--- src/rtl/config_pkg.sv ---
// Shared configuration for the TLB access controller: SATP modes, privilege
// encodings, PTE bit positions and the controller state enum.
package config_pkg;

   localparam int unsigned SVMODE_BITS = 4;

   localparam logic [SVMODE_BITS-1:0] SATP_BARE = 4'd0;
   localparam logic [SVMODE_BITS-1:0] SATP_SV39 = 4'd8;
   localparam logic [SVMODE_BITS-1:0] SATP_SV48 = 4'd9;
   localparam logic [SVMODE_BITS-1:0] SATP_SV57 = 4'd10;

   localparam logic [1:0] PRIV_U = 2'd0;
   localparam logic [1:0] PRIV_S = 2'd1;
   localparam logic [1:0] PRIV_M = 2'd3;

   // PTEAccessBits layout: {N, PBMT[1:0], RSVD, D, A, G, U, X, W, R, V}
   localparam int unsigned PTE_V_BIT    = 0;
   localparam int unsigned PTE_R_BIT    = 1;
   localparam int unsigned PTE_W_BIT    = 2;
   localparam int unsigned PTE_X_BIT    = 3;
   localparam int unsigned PTE_U_BIT    = 4;
   localparam int unsigned PTE_G_BIT    = 5;
   localparam int unsigned PTE_A_BIT    = 6;
   localparam int unsigned PTE_D_BIT    = 7;
   localparam int unsigned PTE_RSVD_BIT = 8;
   localparam int unsigned PTE_PBMT_LSB = 9;
   localparam int unsigned PTE_PBMT_MSB = 10;
   localparam int unsigned PTE_N_BIT    = 11;

   localparam logic [1:0] PBMT_PMA  = 2'd0;
   localparam logic [1:0] PBMT_RSVD = 2'd3;

   typedef enum logic [2:0] {
      IDLE,
      LOOKUP,
      CHECK,
      WALK,
      ADU,
      RESP
   } tlbac_state_e;

   // Translation applies when paging is enabled and the hart is not in M-mode.
   function automatic logic translate_on(input logic [SVMODE_BITS-1:0] satp_mode,
                                         input logic [1:0]             priv_mode);
      return (satp_mode != SATP_BARE) && (priv_mode != PRIV_M);
   endfunction

endpackage

--- src/rtl/tlbpermcheck.sv ---
// Combinational permission check applied to a TLB hit: address canonicity,
// PTE validity, privilege, access type, PBMT/N/reserved and A/D state.
module tlbpermcheck
   import config_pkg::*;
#(
   parameter bit          ITLB = 1'b0,
   parameter int unsigned XLEN = 64
) (
   input  logic [XLEN-1:0]        vadr,
   input  logic [SVMODE_BITS-1:0] satp_mode,
   input  logic                   read_access,
   input  logic                   write_access,
   input  logic [3:0]             cmop,
   input  logic [1:0]             priv_mode,
   input  logic                   misaligned,
   input  logic                   status_sum,
   input  logic                   status_mxr,
   input  logic                   envcfg_pbmte,
   input  logic                   envcfg_adue,
   input  logic [11:0]            pte,
   output logic                   fault,
   output logic                   need_ad,
   output logic [1:0]             pbmt
);

   logic       upper_bits_fault;
   logic       pte_v, pte_r, pte_w, pte_x, pte_u, pte_a, pte_d, pte_rsvd, pte_n;
   logic [1:0] pte_pbmt;
   logic       unused_g;

   assign pte_v    = pte[PTE_V_BIT];
   assign pte_r    = pte[PTE_R_BIT];
   assign pte_w    = pte[PTE_W_BIT];
   assign pte_x    = pte[PTE_X_BIT];
   assign pte_u    = pte[PTE_U_BIT];
   assign pte_a    = pte[PTE_A_BIT];
   assign pte_d    = pte[PTE_D_BIT];
   assign pte_rsvd = pte[PTE_RSVD_BIT];
   assign pte_n    = pte[PTE_N_BIT];
   assign pte_pbmt = pte[PTE_PBMT_MSB:PTE_PBMT_LSB];
   assign unused_g = pte[PTE_G_BIT];

   vm64check #(.XLEN(XLEN)) u_vm64check (
      .satp_mode        (satp_mode),
      .vadr             (vadr),
      .upper_bits_fault (upper_bits_fault)
   );

   // Combine every fault source; A/D need only faults when hardware update is off.
   always_comb begin
      logic priv_fault;
      logic access_fault;
      logic ext_fault;

      priv_fault   = 1'b0;
      access_fault = 1'b0;
      ext_fault    = 1'b0;

      if (priv_mode == PRIV_U) begin
         priv_fault = ~pte_u;
      end else if (priv_mode == PRIV_S) begin
         priv_fault = ITLB ? pte_u : (pte_u & ~status_sum);
      end

      if (ITLB) begin
         access_fault = ~pte_x;
      end else begin
         access_fault = ((read_access | (|cmop[2:0])) & ~pte_r & ~(status_mxr & pte_x))
                      | ((write_access | cmop[3]) & ~pte_w);
      end

      if (XLEN == 64) begin
         ext_fault = (pte_pbmt == PBMT_RSVD)
                   | ((pte_pbmt != PBMT_PMA) & ~envcfg_pbmte)
                   | pte_rsvd | pte_n;
      end

      need_ad = ~pte_a | (write_access & ~pte_d);

      fault = upper_bits_fault | misaligned | ~pte_v | (pte_w & ~pte_r)
            | priv_fault | access_fault | ext_fault | (need_ad & ~envcfg_adue);

      pbmt = (XLEN == 64) ? pte_pbmt : 2'b00;
   end

endmodule

--- src/rtl/vm64check.sv ---
// Upper virtual-address check: bits above the active mode's VA width must be
// a sign extension of its top bit. Only meaningful on RV64.
module vm64check
   import config_pkg::*;
#(
   parameter int unsigned XLEN = 64
) (
   input  logic [SVMODE_BITS-1:0] satp_mode,
   input  logic [XLEN-1:0]        vadr,
   output logic                   upper_bits_fault
);

   if (XLEN == 64) begin : g_rv64
      logic unused_low;
      assign unused_low = ^vadr[37:0];

      // Upper bits must be all-zero or all-one from the mode's top VA bit up.
      always_comb begin
         upper_bits_fault = 1'b0;
         case (satp_mode)
            SATP_SV39: upper_bits_fault = ~((&vadr[63:38]) | ~(|vadr[63:38]));
            SATP_SV48: upper_bits_fault = ~((&vadr[63:47]) | ~(|vadr[63:47]));
            SATP_SV57: upper_bits_fault = ~((&vadr[63:56]) | ~(|vadr[63:56]));
            default:   upper_bits_fault = 1'b0;
         endcase
      end
   end else begin : g_rv32
      logic unused_in;
      assign unused_in        = ^{vadr, satp_mode};
      assign upper_bits_fault = 1'b0;
   end

endmodule

--- src/rtl/tlbaccessctrl.sv ---
// Sequential TLB access controller: accepts one request, sequences lookup,
// page-table walks and A/D updates, and returns a single-cycle response.
module tlbaccessctrl
   import config_pkg::*;
#(
   parameter bit          ITLB      = 1'b0,
   parameter int unsigned XLEN      = 64,
   parameter int unsigned MAX_WALKS = 2
) (
   input  logic                   clk,
   input  logic                   resetn,
   input  logic                   ReqValid,
   output logic                   ReqReady,
   input  logic [XLEN-1:0]        VAdr,
   input  logic                   ReadAccess,
   input  logic                   WriteAccess,
   input  logic [3:0]             CMOpM,
   input  logic [1:0]             PrivMode,
   input  logic [SVMODE_BITS-1:0] SATP_MODE,
   input  logic                   STATUS_SUM,
   input  logic                   STATUS_MXR,
   input  logic                   ENVCFG_PBMTE,
   input  logic                   ENVCFG_ADUE,
   input  logic                   Misaligned,
   input  logic                   CAMHit,
   input  logic [11:0]            PTEAccessBits,
   output logic                   LookupEn,
   output logic                   WalkReq,
   input  logic                   WalkDone,
   input  logic                   WalkFault,
   output logic                   ADUReq,
   input  logic                   ADUAck,
   input  logic                   Flush,
   output logic                   RespValid,
   output logic                   RespFault,
   output logic                   RespError,
   output logic                   RespTranslated,
   output logic [1:0]             RespPBMT
);

   localparam int unsigned WCNT_W = (MAX_WALKS == 0) ? 1 : $clog2(MAX_WALKS + 1);

   tlbac_state_e state_q, state_d;
   logic [WCNT_W-1:0] walk_cnt_q;
   logic              walk_inc;
   logic              idle_q;
   logic              accept;

   logic [XLEN-1:0]        req_vadr_q;
   logic                   req_read_q, req_write_q, req_misaligned_q;
   logic [3:0]             req_cmop_q;
   logic [1:0]             req_priv_q;
   logic [SVMODE_BITS-1:0] req_satp_q;

   logic       resp_load;
   logic       resp_fault_d, resp_error_d, resp_translated_d;
   logic [1:0] resp_pbmt_d;
   logic       resp_fault_q, resp_error_q, resp_translated_q;
   logic [1:0] resp_pbmt_q;

   logic       chk_fault, chk_need_ad;
   logic [1:0] chk_pbmt;

   tlbpermcheck #(.ITLB(ITLB), .XLEN(XLEN)) u_permcheck (
      .vadr         (req_vadr_q),
      .satp_mode    (req_satp_q),
      .read_access  (req_read_q),
      .write_access (req_write_q),
      .cmop         (req_cmop_q),
      .priv_mode    (req_priv_q),
      .misaligned   (req_misaligned_q),
      .status_sum   (STATUS_SUM),
      .status_mxr   (STATUS_MXR),
      .envcfg_pbmte (ENVCFG_PBMTE),
      .envcfg_adue  (ENVCFG_ADUE),
      .pte          (PTEAccessBits),
      .fault        (chk_fault),
      .need_ad      (chk_need_ad),
      .pbmt         (chk_pbmt)
   );

   // ReqReady comes from a registered idle flag rather than state_q so that it
   // stays low while resetn is held, without feeding resetn into any data path.
   assign ReqReady  = idle_q & ~Flush;
   assign accept    = ReqValid & ReqReady;

   assign LookupEn  = (state_q == LOOKUP) & ~Flush;
   assign WalkReq   = (state_q == WALK)   & ~Flush;
   assign ADUReq    = (state_q == ADU)    & ~Flush;
   assign RespValid = (state_q == RESP)   & ~Flush;

   assign RespFault      = RespValid & resp_fault_q;
   assign RespError      = RespValid & resp_error_q;
   assign RespTranslated = RespValid & resp_translated_q;
   assign RespPBMT       = RespValid ? resp_pbmt_q : 2'b00;

   // Next-state and response-field selection; Flush overrides everything.
   always_comb begin
      state_d           = state_q;
      walk_inc          = 1'b0;
      resp_load         = 1'b0;
      resp_fault_d      = 1'b0;
      resp_error_d      = 1'b0;
      resp_translated_d = 1'b1;
      resp_pbmt_d       = 2'b00;

      case (state_q)
         IDLE: begin
            if (accept) begin
               if (translate_on(SATP_MODE, PrivMode)) begin
                  state_d = LOOKUP;
               end else begin
                  state_d           = RESP;
                  resp_load         = 1'b1;
                  resp_translated_d = 1'b0;
               end
            end
         end
         LOOKUP: state_d = CHECK;
         CHECK: begin
            if (!CAMHit) begin
               if (walk_cnt_q < WCNT_W'(MAX_WALKS)) begin
                  walk_inc = 1'b1;
                  state_d  = WALK;
               end else begin
                  state_d      = RESP;
                  resp_load    = 1'b1;
                  resp_error_d = 1'b1;
               end
            end else if (chk_fault) begin
               state_d      = RESP;
               resp_load    = 1'b1;
               resp_fault_d = 1'b1;
            end else if (chk_need_ad) begin
               state_d = ADU;
            end else begin
               state_d     = RESP;
               resp_load   = 1'b1;
               resp_pbmt_d = chk_pbmt;
            end
         end
         WALK: begin
            if (WalkDone) begin
               if (WalkFault) begin
                  state_d      = RESP;
                  resp_load    = 1'b1;
                  resp_fault_d = 1'b1;
               end else begin
                  state_d = LOOKUP;
               end
            end
         end
         ADU: begin
            if (ADUAck) state_d = LOOKUP;
         end
         RESP:    state_d = IDLE;
         default: state_d = IDLE;
      endcase

      if (Flush && (state_q != IDLE)) begin
         state_d   = IDLE;
         walk_inc  = 1'b0;
         resp_load = 1'b0;
      end
   end

   // State, idle flag and walk budget; the budget clears whenever IDLE is entered.
   always_ff @(posedge clk or negedge resetn) begin
      if (!resetn) begin
         state_q    <= IDLE;
         idle_q     <= 1'b0;
         walk_cnt_q <= '0;
      end else begin
         state_q <= state_d;
         idle_q  <= (state_d == IDLE);
         if (state_d == IDLE) begin
            walk_cnt_q <= '0;
         end else if (walk_inc) begin
            walk_cnt_q <= walk_cnt_q + WCNT_W'(1);
         end
      end
   end

   // Request register: captured on acceptance, held until the response.
   always_ff @(posedge clk or negedge resetn) begin
      if (!resetn) begin
         req_vadr_q       <= '0;
         req_read_q       <= 1'b0;
         req_write_q      <= 1'b0;
         req_cmop_q       <= '0;
         req_priv_q       <= '0;
         req_satp_q       <= '0;
         req_misaligned_q <= 1'b0;
      end else if (accept) begin
         req_vadr_q       <= VAdr;
         req_read_q       <= ReadAccess;
         req_write_q      <= WriteAccess;
         req_cmop_q       <= CMOpM;
         req_priv_q       <= PrivMode;
         req_satp_q       <= SATP_MODE;
         req_misaligned_q <= Misaligned;
      end
   end

   // Response register: loaded on the transition into RESP.
   always_ff @(posedge clk or negedge resetn) begin
      if (!resetn) begin
         resp_fault_q      <= 1'b0;
         resp_error_q      <= 1'b0;
         resp_translated_q <= 1'b0;
         resp_pbmt_q       <= '0;
      end else if (resp_load) begin
         resp_fault_q      <= resp_fault_d;
         resp_error_q      <= resp_error_d;
         resp_translated_q <= resp_translated_d;
         resp_pbmt_q       <= resp_pbmt_d;
      end
   end

endmodule

--- config.mk ---
export PLATFORM = sky130hd
export DESIGN_NAME = tlbaccessctrl
export DESIGN_NICKNAME = d
export VERILOG_FILES = /design/src/rtl/config_pkg.sv /design/src/rtl/tlbpermcheck.sv /design/src/rtl/vm64check.sv /design/src/rtl/tlbaccessctrl.sv
export SDC_FILE = /design/constraint.sdc
export NUM_CORES = 1
export LEC_CHECK = 0
export ABC_AREA = 1
export BUFFER_PORTS_ARGS = -buffer_cell sky130_fd_sc_hd__buf_4
export CAP_MARGIN = 30
export CORE_AREA = 3 3 134 136
export DETAILED_ROUTE_END_ITERATION = 16
export DIE_AREA = 0 0 137 139
export GPL_TIMING_DRIVEN = 0
export HOLD_SLACK_MARGIN = 0.08
export PLACE_DENSITY_LB_ADDON = 0.1
export REMOVE_ABC_BUFFERS = 1
export SLEW_MARGIN = 10
export SYNTH_ARGS = -nofsm -noshare
export SYNTH_HDL_FRONTEND = slang
export SYNTH_HIERARCHICAL = 1
export SYNTH_SLANG_ARGS = --single-unit
--- constraint.sdc ---
create_clock -name clk -period 2.25 [get_ports clk]
set_input_delay 0.45 -clock clk [delete_from_list [all_inputs] [get_ports clk]]
set_output_delay 0.45 -clock clk [all_outputs]
set_load 0.005 [all_outputs]
After elaboration in Yosys (flattened, before gate mapping):

Cells that the tools add are included.

* memory bits (read-only): 0
* register bits after elaboration: 88
* memory bits (writable): 0
* output and inout bits: 10
* memories: 0
* latch bits: 0
* word-level logic and storage cells: 138

* reduce and logical (&&, ||, !) cells: 16
* shift-type cells: 0
* $mul: 0
* bitwise logic cells: 52
* divide/modulo/power cells: 0
* multiplexer cells: 43
* $lt $le $gt $ge: 1
* equality and inequality tests: 11
* $add $sub $neg: 1

Operators with widths (number)
* AND reduction 26 bit: 1
* OR reduction 26 bit: 1
* 2-to-1 mux 1 bit: 24
* 2-to-1 mux 3 bit: 8
* AND 1 bit: 18
* inverter 1 bit: 17
* bitwise OR 1 bit: 17
* AND reduction 17 bit: 1
* OR reduction 17 bit: 1
* one-hot mux 3 bit (5 select lines): 1
* 2-to-1 mux 2 bit: 7
* == test 4 bit (second input constant): 3
* AND reduction 8 bit: 1
* OR reduction 8 bit: 1
* == test 3 x 2 -> 1 bit (second input constant): 2
* == test 3 bit (second input constant): 2
* zero test 3 bit: 2
* one-hot mux 1 bit (3 select lines): 2
* nonzero test 2 bit: 2
* nonzero test 4 bit: 1
* == test 3 x 1 -> 1 bit (second input constant): 1
* nonzero test 3 bit: 1
* OR reduction 3 bit: 1
* adder 2 x 1 -> 2 bit (second input constant): 1
* 7 further kinds: 8

Depth between registers and ports, before layout:

Gate-level depths: netlist of run 1.

* word-level depth: 18
* depth in mapped cells: 21

Modules after synthesis:

The synthesis of run 1 kept the hierarchy.

By module, submodules not included
* tlbaccessctrl: cells each 267, sequential area each 2202.1 um^2, instances 1, area an instance 3707.3 um^2
* vm64check: cells each 77, sequential area each 0.0 um^2, instances 1, area an instance 320.3 um^2
* tlbpermcheck: cells each 35, sequential area each 0.0 um^2, instances 1, area an instance 152.6 um^2

Worst setup path after synthesis of run 1:

No wires, ideal clock.

* path type: register to register
* start: reg req_vadr_q[61]
* end: reg walk_cnt_q[0]
* period minus slack after synthesis: 1.989 ns
* cell stages (with the launch flop): 21
* arrival time: 1.869 ns
* data required time: 2.129 ns
* path slack: 0.261 ns
* cells stage by stage: dfrtp_1 > nor2_2 > nand2_1 > nor2_1 > nand3_1 > nand3_1 > nand3_2 > nor2_1 > nand2_1 > inv_1 > nand2_1 > nor2_1 > nand3_1 > inv_1 > nand3_1 > a21oi_1 > nand2_1 > nand2_1 > nand2_1 > nor2_4 > nor2_2

* word-level cells in the longest chain between the ends: 18
* elaborated cells on any way between the ends: 30
* those cells by class: mux (6); bitwise (16); reduce/logical (8)

RTL lines
* from (decl): RTL line tlbaccessctrl.sv:49 `logic [XLEN-1:0] req_vadr_q;`
* from (signal assigned): RTL line tlbaccessctrl.sv:195 `req_vadr_q <= VAdr;`
* OR reduction 26 bit, or another cell as far along: RTL line vm64check.sv:21 `SATP_SV39: upper_bits_fault = ~((&vadr[63:38]) | ~(|vadr[63:38]));`
* inverter 1 bit (on tied branches): RTL line vm64check.sv:21, vm64check.sv:22, vm64check.sv:23
* bitwise OR 1 bit (on tied branches): RTL line vm64check.sv:21, vm64check.sv:22, vm64check.sv:23
* inverter 1 bit (on tied branches): RTL line vm64check.sv:21, vm64check.sv:22, vm64check.sv:23
* one-hot mux 1 bit (3 select lines) *: RTL line vm64check.sv:20 `case (satp_mode)`
* via u_permcheck.upper_bits_fault: RTL line tlbpermcheck.sv:26 `logic upper_bits_fault;`
* bitwise OR 1 bit * (3 in a row): RTL line tlbpermcheck.sv:80 `fault = upper_bits_fault | misaligned | ~pte_v | (pte_w & ~pte_r)`
* bitwise OR 1 bit * (4 in a row): RTL line tlbpermcheck.sv:81 `| priv_fault | access_fault | ext_fault | (need_ad & ~envcfg_adue);`
* via chk_fault: RTL line tlbaccessctrl.sv:61 `logic chk_fault, chk_need_ad;`
* 2-to-1 mux 1 bit *: RTL line tlbaccessctrl.sv:130 `end else if (chk_fault) begin`
* 2-to-1 mux 3 bit *: RTL line tlbaccessctrl.sv:121 `if (!CAMHit) begin`
* one-hot mux 3 bit (5 select lines) *: RTL line tlbaccessctrl.sv:107 `case (state_q)`
* 2-to-1 mux 3 bit *: RTL line tlbaccessctrl.sv:160 `if (Flush && (state_q != IDLE)) begin`
* zero test 3 bit *: RTL line tlbaccessctrl.sv:176 `if (state_d == IDLE) begin`
* 2-to-1 mux 2 bit / nonzero test 2 bit (equally long branches)
* to (signal assigned): RTL line tlbaccessctrl.sv:179 `walk_cnt_q <= walk_cnt_q + WCNT_W'(1);`
* to (decl): RTL line tlbaccessctrl.sv:44 `logic [WCNT_W-1:0] walk_cnt_q;`

Mark *: on every way through the listed nets, which the timed path passes. The rest lies on a longest branch.
A chain may end at the register's enable or synchronous reset.

Worst setup path in the final report of run 1:

* start: reg req_vadr_q[51]
* end: reg resp_pbmt_q[1]

* word-level cells in the longest chain between the ends: 16
* elaborated cells on any way between the ends: 25
* those cells by class: mux (8); bitwise (13); reduce/logical (4)

RTL lines
* OR reduction 26 bit / OR reduction 17 bit (equally long branches): RTL line vm64check.sv:21, vm64check.sv:22
* inverter 1 bit (on tied branches): RTL line vm64check.sv:21, vm64check.sv:22
* bitwise OR 1 bit (on tied branches): RTL line vm64check.sv:21, vm64check.sv:22
* inverter 1 bit (on tied branches): RTL line vm64check.sv:21, vm64check.sv:22
* one-hot mux 1 bit (3 select lines) *: RTL line vm64check.sv:20
* via u_permcheck.upper_bits_fault: RTL line tlbpermcheck.sv:26
* bitwise OR 1 bit * (3 in a row): RTL line tlbpermcheck.sv:80
* bitwise OR 1 bit * (4 in a row): RTL line tlbpermcheck.sv:81
* via chk_fault: RTL line tlbaccessctrl.sv:61
* 2-to-1 mux 1 bit: RTL line tlbaccessctrl.sv:130
* 2-to-1 mux 1 bit: RTL line tlbaccessctrl.sv:121
* one-hot mux 1 bit (3 select lines): RTL line tlbaccessctrl.sv:107
* 2-to-1 mux 1 bit: RTL line tlbaccessctrl.sv:160
* to (signal assigned): RTL line tlbaccessctrl.sv:216 `resp_pbmt_q <= resp_pbmt_d;`
* to (decl): RTL line tlbaccessctrl.sv:59 `logic [1:0] resp_pbmt_q;`

Marks and branches as above.

==> summary.txt, run 1 <==
Critical path
  • R2r startpoint: req_vadr_q[51]$_DFFE_PN0P_
  • Top delay family on crit path: simple AND/OR/NAND/NOR gates
  • Critical-path cell list: nor2_1 > nand2_1 > nor2_2 > nand3_1 > nand3_1 > nand3_2 > nor2_2 > nand2_1 > inv_1 > nand2_1 > nor2_2 > nand3_2 > inv_2 > nand3_2 > buf_6 > nand3_4 > nand3_4 > nand2_4 > o21ai_1
  • Reg2reg path depth: 19
  • Req. time, crit path: 2.43 ns
  • Worst Path Max Fanout: 5
  • CP max stage delay: 0.42 ns
  • Slowest CP cell: dfrtp_1
  • Critical path class: reg -> reg
  • CP Depth: 19
  • Worst path bufs/invs: 3
  • Crit path from: req_vadr_q[51]$_DFFE_PN0P_
  • Crit path arrival time: 2.43 ns
  • CP Capture Type: flop
  • Startpoint Class: flop

Global routing
  • Vias in the first global route: about 2300
  • Largest net degree at the start of global routing: 51
  • Grt total ovfl: 0
  • Total GRT Usage: 8.25%
  • Antenna violations before repair: 0
  • First-pass GRT wire length: around 12000 um

Detailed routing
  • WL met1: 3700 um
  • Routed wire length: 7500 um
  • Initial DRC count: 76
  • DRC violations left: 0
  • Met3 WL: around 300 um
  • Met2 wire len: approximately 3400 um
  • WL/cell: between 10 and 15 um
  • Via-to-Cell Ratio: 3.62
  • 1st-pass router iterations: 4
  • DR vias: around 2200
  • Routed Antenna Nets: 0
  • DR top layer: met4

Flow run
  • Max Cap Viol: 0

Floorplan
  • Die X: 137 um
  • Starting Density: 16.3%
  • Die height: 139 um
  • I/O Pins: 111
  • Row count: between 40 and 50
  • Die ar.: roughly 19000 um2
  • Core area: around 17000 um2

Placed design
  • Total placed cells including tap cells: 590
  • Pre-CTS setup slack: -0.284 ns
  • RD Place Congestion: about 0.75
  • IO buf count: 71
  • Detail Placement HPWL: between 5000 and 6000 um

Clocking
  • Hold-fix buffers, CTS: 0
  • CTS Buffer Depth: 2
  • CTS tree: yes
  • Skew-Pair Late Insertion Delay: 0.29 ns
  • Clock slew at the register clock pins of the worst setup and hold paths: 0.06 ns
  • Root Buffer: clkbuf_16
  • Clock sink count: 50
  • CTS H-tree lvls: 2
  • Number of clock buffers inserted by TritonCTS: 5

Timing
  • Final Hold Violating Endpoints: 0
  • Fin crit share: 100%
  • Fmax: 444 MHz
  • Rel. slew slack: between 50% and 60%
  • Max-slew violations: 0
  • Min Tclk post-route: between 2 and 2.5 ns
  • RSZ-0062 raised after global routing: yes
  • Skew final: 0.00569 ns
  • Final worst slack: -0.00268 ns
  • Final setup fails: 2
  • Worst slew pin tran: 0.715 ns

Synthesis
  • Synthesized area per cell: 9.29 um2
  • YS warnings: 6
  • Syn Inst Count: 300
  • Synth Cell Area: 2790 um2

Min path
  • Hold Crit Class: in -> async

Power
  • Maximum vdd drop: approximately 0.33 mV
  • PD cells: 1060 nW/um2
  • Leakage: 1.87 nW

Finish
  • Fraction of layout cells with a size suffix above 1: between 40% and 50%
  • Antenna diodes: 0
  • Final net count: 483
  • # fillers: ~1900
  • Post-Layout Cell Count: around 610
  • Layout area overhead: 40.8%

Status
  • Violated checks: setup timing
  • Status: finished, violations left
## layout by cell type, fill, tap and decap left out, types with 2 or more instances in the layout
| master | instances |
|---|---|
| buf_4 | 78 |
| nand2_1 | 62 |
| dfrtp_1 | 48 |
| nor2_1 | 40 |
| mux2_4 | 30 |
| inv_1 | 26 |
| nor2_2 | 16 |
| nand2_2 | 9 |
| mux2_2 | 9 |
| nand3_1 | 8 |
| nand3_2 | 7 |
| inv_2 | 6 |
| nor2_4 | 5 |
| o21ai_1 | 5 |
| clkbuf_16 | 5 |
| nor3_1 | 4 |
| nand3_4 | 3 |
| nand2_4 | 2 |
| buf_6 | 2 |
| dfrtp_2 | 2 |
| a21oi_1 | 2 |
| o21bai_1 | 2 |
## flip-flops by register name (all words and copies together) (netlist names)
register and count:
idle_q 1, req_satp_q 4, state_q 3, req_write_q 1, req_vadr_q 26, walk_cnt_q 2, req_misaligned_q 1, resp_error_q 1
resp_fault_q 1, req_read_q 1, resp_pbmt_q 2, resp_translated_q 1, req_cmop_q 4, req_priv_q 2
## where the power goes
group / leakage [nW] / internal, mW / switching (mW) / total, mW
clock network: 0.0739 / 0.442 / 0.336 / 0.778
logic: 1.19 / 0.927 / 0.744 / 1.67
registers: 0.604 / 1.31 / 0.398 / 1.71
total: 1.87 / 2.68 / 1.48 / 4.16
## metrics by stage
stage	instance area [um2]	util (%)	TNS [ns]	power, mW	hold slack, ns
CTS	3850	22.6	-1.14	4.18	0.243
finish	3920	23.0	-0.00485	4.16	0.177
floorplan	2720	-	0	2.73	0.154
global placement	3540	20.7	-23.73	3.18	0.477
detailed placement	3570	20.9	-1.77	3.18	0.483
global route	3920	23.0	-2.22	4.53	0.267
## per-layer routing
| layer | vias up | GRT usage, % |
|---|---|---|
| li1 | 1120 | - |
| met1 | 1029 | 11.5 |
| met2 | 40 | 12.6 |
| met3 | 10 | 1.81 |
| met4 | 0 | 2.84 |
| met5 | - | 0 |
## final timing paths
kind                                              end  slack (ns)
min reg2reg                resp_pbmt_q[0]$_DFFE_PN0P_        0.49
min in group clk           req_vadr_q[45]$_DFFE_PN0P_        0.38
max reg2reg                resp_pbmt_q[1]$_DFFE_PN0P_      -0.003
max in group asynchronous  req_vadr_q[53]$_DFFE_PN0P_        1.54
min                        resp_pbmt_q[0]$_DFFE_PN0P_        0.18
max                        resp_pbmt_q[1]$_DFFE_PN0P_      -0.003
## area by class of cell
type	instances	area (um2)	share of cell area (%)
clock inverters	1	5.00	0.128
well taps	225	282	7.18
clock buffers	7	143	3.64
repair buffers	81	636	16.2
flip-flops and latches	50	1250	32.0
multi-input cells	212	1480	37.8
inverters	32	120	3.06
## repair_timing
item | CTS | global route
pin swaps | 15 | 13
endpoints found under the setup margin | 9 | 12
buffers inserted | 7 | 3
gates cloned | 1 | 0
gates resized for setup | 18 | 18
No activity file was read; power rests on OpenSTA's default activity.
==> run 2, diff against run 1 <==
REMOVE_ABC_BUFFERS = unset   (was 1)
SKIP_LAST_GASP = 1   (was unset)
==> run 2 against run 1 <==
Against the previous run:
- the run still ends with setup timing left
- routed wire length increased by 4.4%
- die area unchanged
- setup slack got worse by 0.059 ns
- sequential power about the same
- final cell count increased by 1.2%
- clock power about the same
- maximum frequency decreased by 2.6%
- sequential share of layout area decreased by 0.15 points
- non-clock buffer count increased by 7
- largest power group unchanged
==> summary.txt, run 2 (same netlist as run 1, synthesis figures left out) <==
Critical path
  • Crit path from: req_vadr_q[58]$_DFFE_PN0P_
  • CP Depth: 20 (+1)
  • Crit path arrival time: 2.49 ns (+0.06 ns)
  • CP max stage delay: 0.40 ns (-0.02 ns)
  • Critical path class: reg -> reg
  • Slowest CP cell: dfrtp_1
  • R2r endpoint: walk_cnt_q[0]$_DFFE_PN0P_
  • Worst setup endpoint: walk_cnt_q[0]$_DFFE_PN0P_
  • Worst Path Max Fanout: 3 (-2)
  • R2r startpoint: req_vadr_q[58]$_DFFE_PN0P_
  • Critical-path cell list: nor2_2 > nand2_1 > nor2_2 > nand3_2 > nand3_2 > nand3_2 > nor2_2 > nand2_1 > inv_1 > nand2_1 > nor2_1 > nand3_1 > inv_2 > nand3_2 > a21oi_2 > nand2_1 > nand2_2 > nand2_2 > nor2_4 > nor2_2
  • Reg2reg path depth: 20 (+1)
  • Startpoint Class: flop
  • CP Capture Type: flop
  • Req. time, crit path: 2.43 ns (about the same)
  • R2r setup slk: -0.06 ns (-0.06 ns)
  • Worst path bufs/invs: 2 (-1)
  • Top delay family on crit path: simple AND/OR/NAND/NOR gates

Global routing
  • GR met1 Demand/Resource: 12.2% (+0.75 points)
  • Vias in the first global route: 2336 (+1.7%)
  • Largest net degree at the start of global routing: 51 (unchanged)
  • Grt total ovfl: 0 (unchanged)
  • Antenna violations before repair: 0 (unchanged)
  • Total GRT Usage: 8.46% (+0.21 points)
  • GR peak layer: met2
  • GR Util met2: 12.6% (+0.026 points)
  • Met3 Resource Use GR: 1.71% (-0.11 points)
  • First-pass GRT wire length: 12400 um (+2.6%)

Power
  • Leakage: 1.89 nW (+0.94%)
  • Maximum vdd drop: 0.288 mV (-12%)
  • PD cells: 1060 nW/um2 (about the same)

Placed design
  • IO buf count: 71 (unchanged)
  • RD Place Congestion: 0.741 (-1.8%)
  • Detail Placement HPWL: 5950 um (+6.4%)
  • Post-place instance area: 3600 um2 (+0.84%)

Detailed routing
  • Via-to-Cell Ratio: 3.55 (-1.7%)
  • Routed wire length: 7840 um (+4.4%)
  • Routed Antenna Nets: 0 (unchanged)
  • DR vias: 2186 (-0.59%)
  • DRC violations left: 0 (unchanged)
  • WL/cell: 12.7 um (+3.2%)
  • Initial DRC count: 55 (-28%)
  • 1st-pass router iterations: 4 (unchanged)

Finish
  • Final net count: 490 (+1.4%)
  • Antenna diodes: 0 (unchanged)
  • Most common cell after layout, fill and taps aside: buf_4
  • Layout area overhead: 41.3%
  • Fraction of layout cells with a size suffix above 1: 47.9% (+0.69 points)
  • Top Registers: req_vadr_q (26), req_cmop_q (4), req_satp_q (4)
  • Register with the most flip-flops: req_vadr_q
  • Post-route cell area: 3940 um2 (+0.38%)
  • Max FFs per register: 26 (unchanged)
  • Commonest non-fill, non-tap cells in the layout: 82 x buf_4, 63 x nand2_1, 49 x dfrtp_1

Status
  • Violated checks: setup timing
  • Status: finished, violations left

Clocking
  • CTS Buffer Depth: 2 (unchanged)
  • Number of clock buffers inserted by TritonCTS: 5 (unchanged)
  • Clock slew at the register clock pins of the worst setup and hold paths: 0.08 ns (+0.02 ns)
  • Clock sink count: 50 (unchanged)
  • CTS H-tree lvls: 2 (unchanged)
  • CTS tree: yes
  • Hold-fix buffers, CTS: 0 (unchanged)
  • Skew-Pair Late Insertion Delay: 0.30 ns (about the same)
  • Root Buffer: clkbuf_16

Timing
  • RSZ-0062 raised after global routing: yes
  • Final hold slack: 0.193 ns (+0.0162 ns)
  • Final Hold Violating Endpoints: 0 (unchanged)
  • Final setup fails: 3 (+1)
  • Fin crit share: 103% (+2.6 points)
  • Min Tclk post-route: 2.31 ns (+0.0591 ns)
  • Worst slew pin tran: 0.703 ns (-0.0119 ns)
  • Final worst slack: -0.0618 ns (-0.0591 ns)
  • Skew final: 0.0135 ns (+0.00780 ns)
  • Fmax: 433 MHz (-2.6%)
  • Max-slew violations: 0 (unchanged)
  • Rel. slew slack: 53.1% (+0.79 points)

Floorplan
  • Die X: 137 um (unchanged)
  • Die height: 139 um (unchanged)
  • Row count: 48 (unchanged)
  • Die ar.: 19000 um2 (unchanged)
  • I/O Pins: 111 (unchanged)
  • Core area: 17100 um2 (unchanged)
  • Starting Density: 16.3% (unchanged)

Synthesis
  • Post-synth net total: 401

Min path
  • Hold Crit Class: in -> async

Flow run
  • Max Cap Viol: 0 (unchanged)
## run 2: cell types whose count changed in the layout (fill, tap and decap cells not counted), moves of 2 or more
cell     before  now
nand3_2       7    9
buf_6         2    5
buf_4        78   82
nand3_4       3    1
## run 2: metal layers
metal,part of all wire (%),vias up
met5,0,-
met4,1.1,0
met3,3.2,5
met2,45,37
met1,50,1011
li1,-,1133
## run 2: worst min path at each step
stage | startpoint | slack [ns] | end | depth (start not counted)
after floorplan | resetn | 0.15 | idle_q$_DFF_PN0_ | 0
after global placement | resp_translated_q$_DFFE_PN0P_ | 0.48 | resp_translated_q$_DFFE_PN0P_ | 2
after detailed placement | resp_pbmt_q[0]$_DFFE_PN0P_ | 0.49 | resp_pbmt_q[0]$_DFFE_PN0P_ | 2
after CTS | resetn | 0.23 | req_misaligned_q$_DFFE_PN0P_ | 1
after global routing | resetn | 0.25 | req_satp_q[0]$_DFFE_PN0P_ | 1
final | resetn | 0.19 | resp_pbmt_q[0]$_DFFE_PN0P_ | 1
## run 2: timing repair
| action | CTS | global route |
|---|---|---|
| setup endpoints to repair | 9 | 9 |
| buffers inserted | 6 | 5 |
| gates cloned | 0 | 1 |
| pin swaps | 10 | 15 |
| resized for setup | 8 | 22 |
## run 2: worst reg2reg max path, stage by stage (launching register included)
cell	delay, ns
dfrtp_1	0.40
nor2_2	0.17
nand2_1	0.10
nor2_2	0.13
nand3_2	0.09
nand3_2	0.08
nand3_2	0.08
nor2_2	0.08
nand2_1	0.05
inv_1	0.04
nand2_1	0.05
nor2_1	0.09
nand3_1	0.13
inv_2	0.09
nand3_2	0.09
a21oi_2	0.15
nand2_1	0.07
nand2_2	0.07
nand2_2	0.06
nor2_4	0.13
nor2_2	0.04
## run 2: metrics by stage
step	utilization (%)	setup WS, ns	TNS (ns)	std cells	power, mW
3_5_place_dp	21.1	-0.267	-1.28	596	3.21
4_1_cts	22.3	-0.114	-0.420	609	4.11
3_3_place_gp	21.1	-0.290	-1.40	596	3.19
6_report	23.1	-0.0618	-0.151	615	4.17
2_1_floorplan	-	0.261	0	300	2.75
5_1_grt	23.1	-0.284	-1.99	615	4.53
## run 2: area by class of cell
class                   instances  area [um2]
fillers                      1902       13100
multi-input cells             212        1460
repair buffers                 81         612
clock inverters                 3        21.3
flip-flops and latches         50        1250
well taps                     225         282
plain buffers                   7        65.1
inverters                      32         120
clock buffers                   5         125
## run 2: where the power goes
group | switching, mW | internal (mW) | leakage (nW)
clock network | 0.364 | 0.413 | 0.0698
logic | 0.742 | 0.938 | 1.21
registers | 0.405 | 1.31 | 0.605
total | 1.51 | 2.66 | 1.89
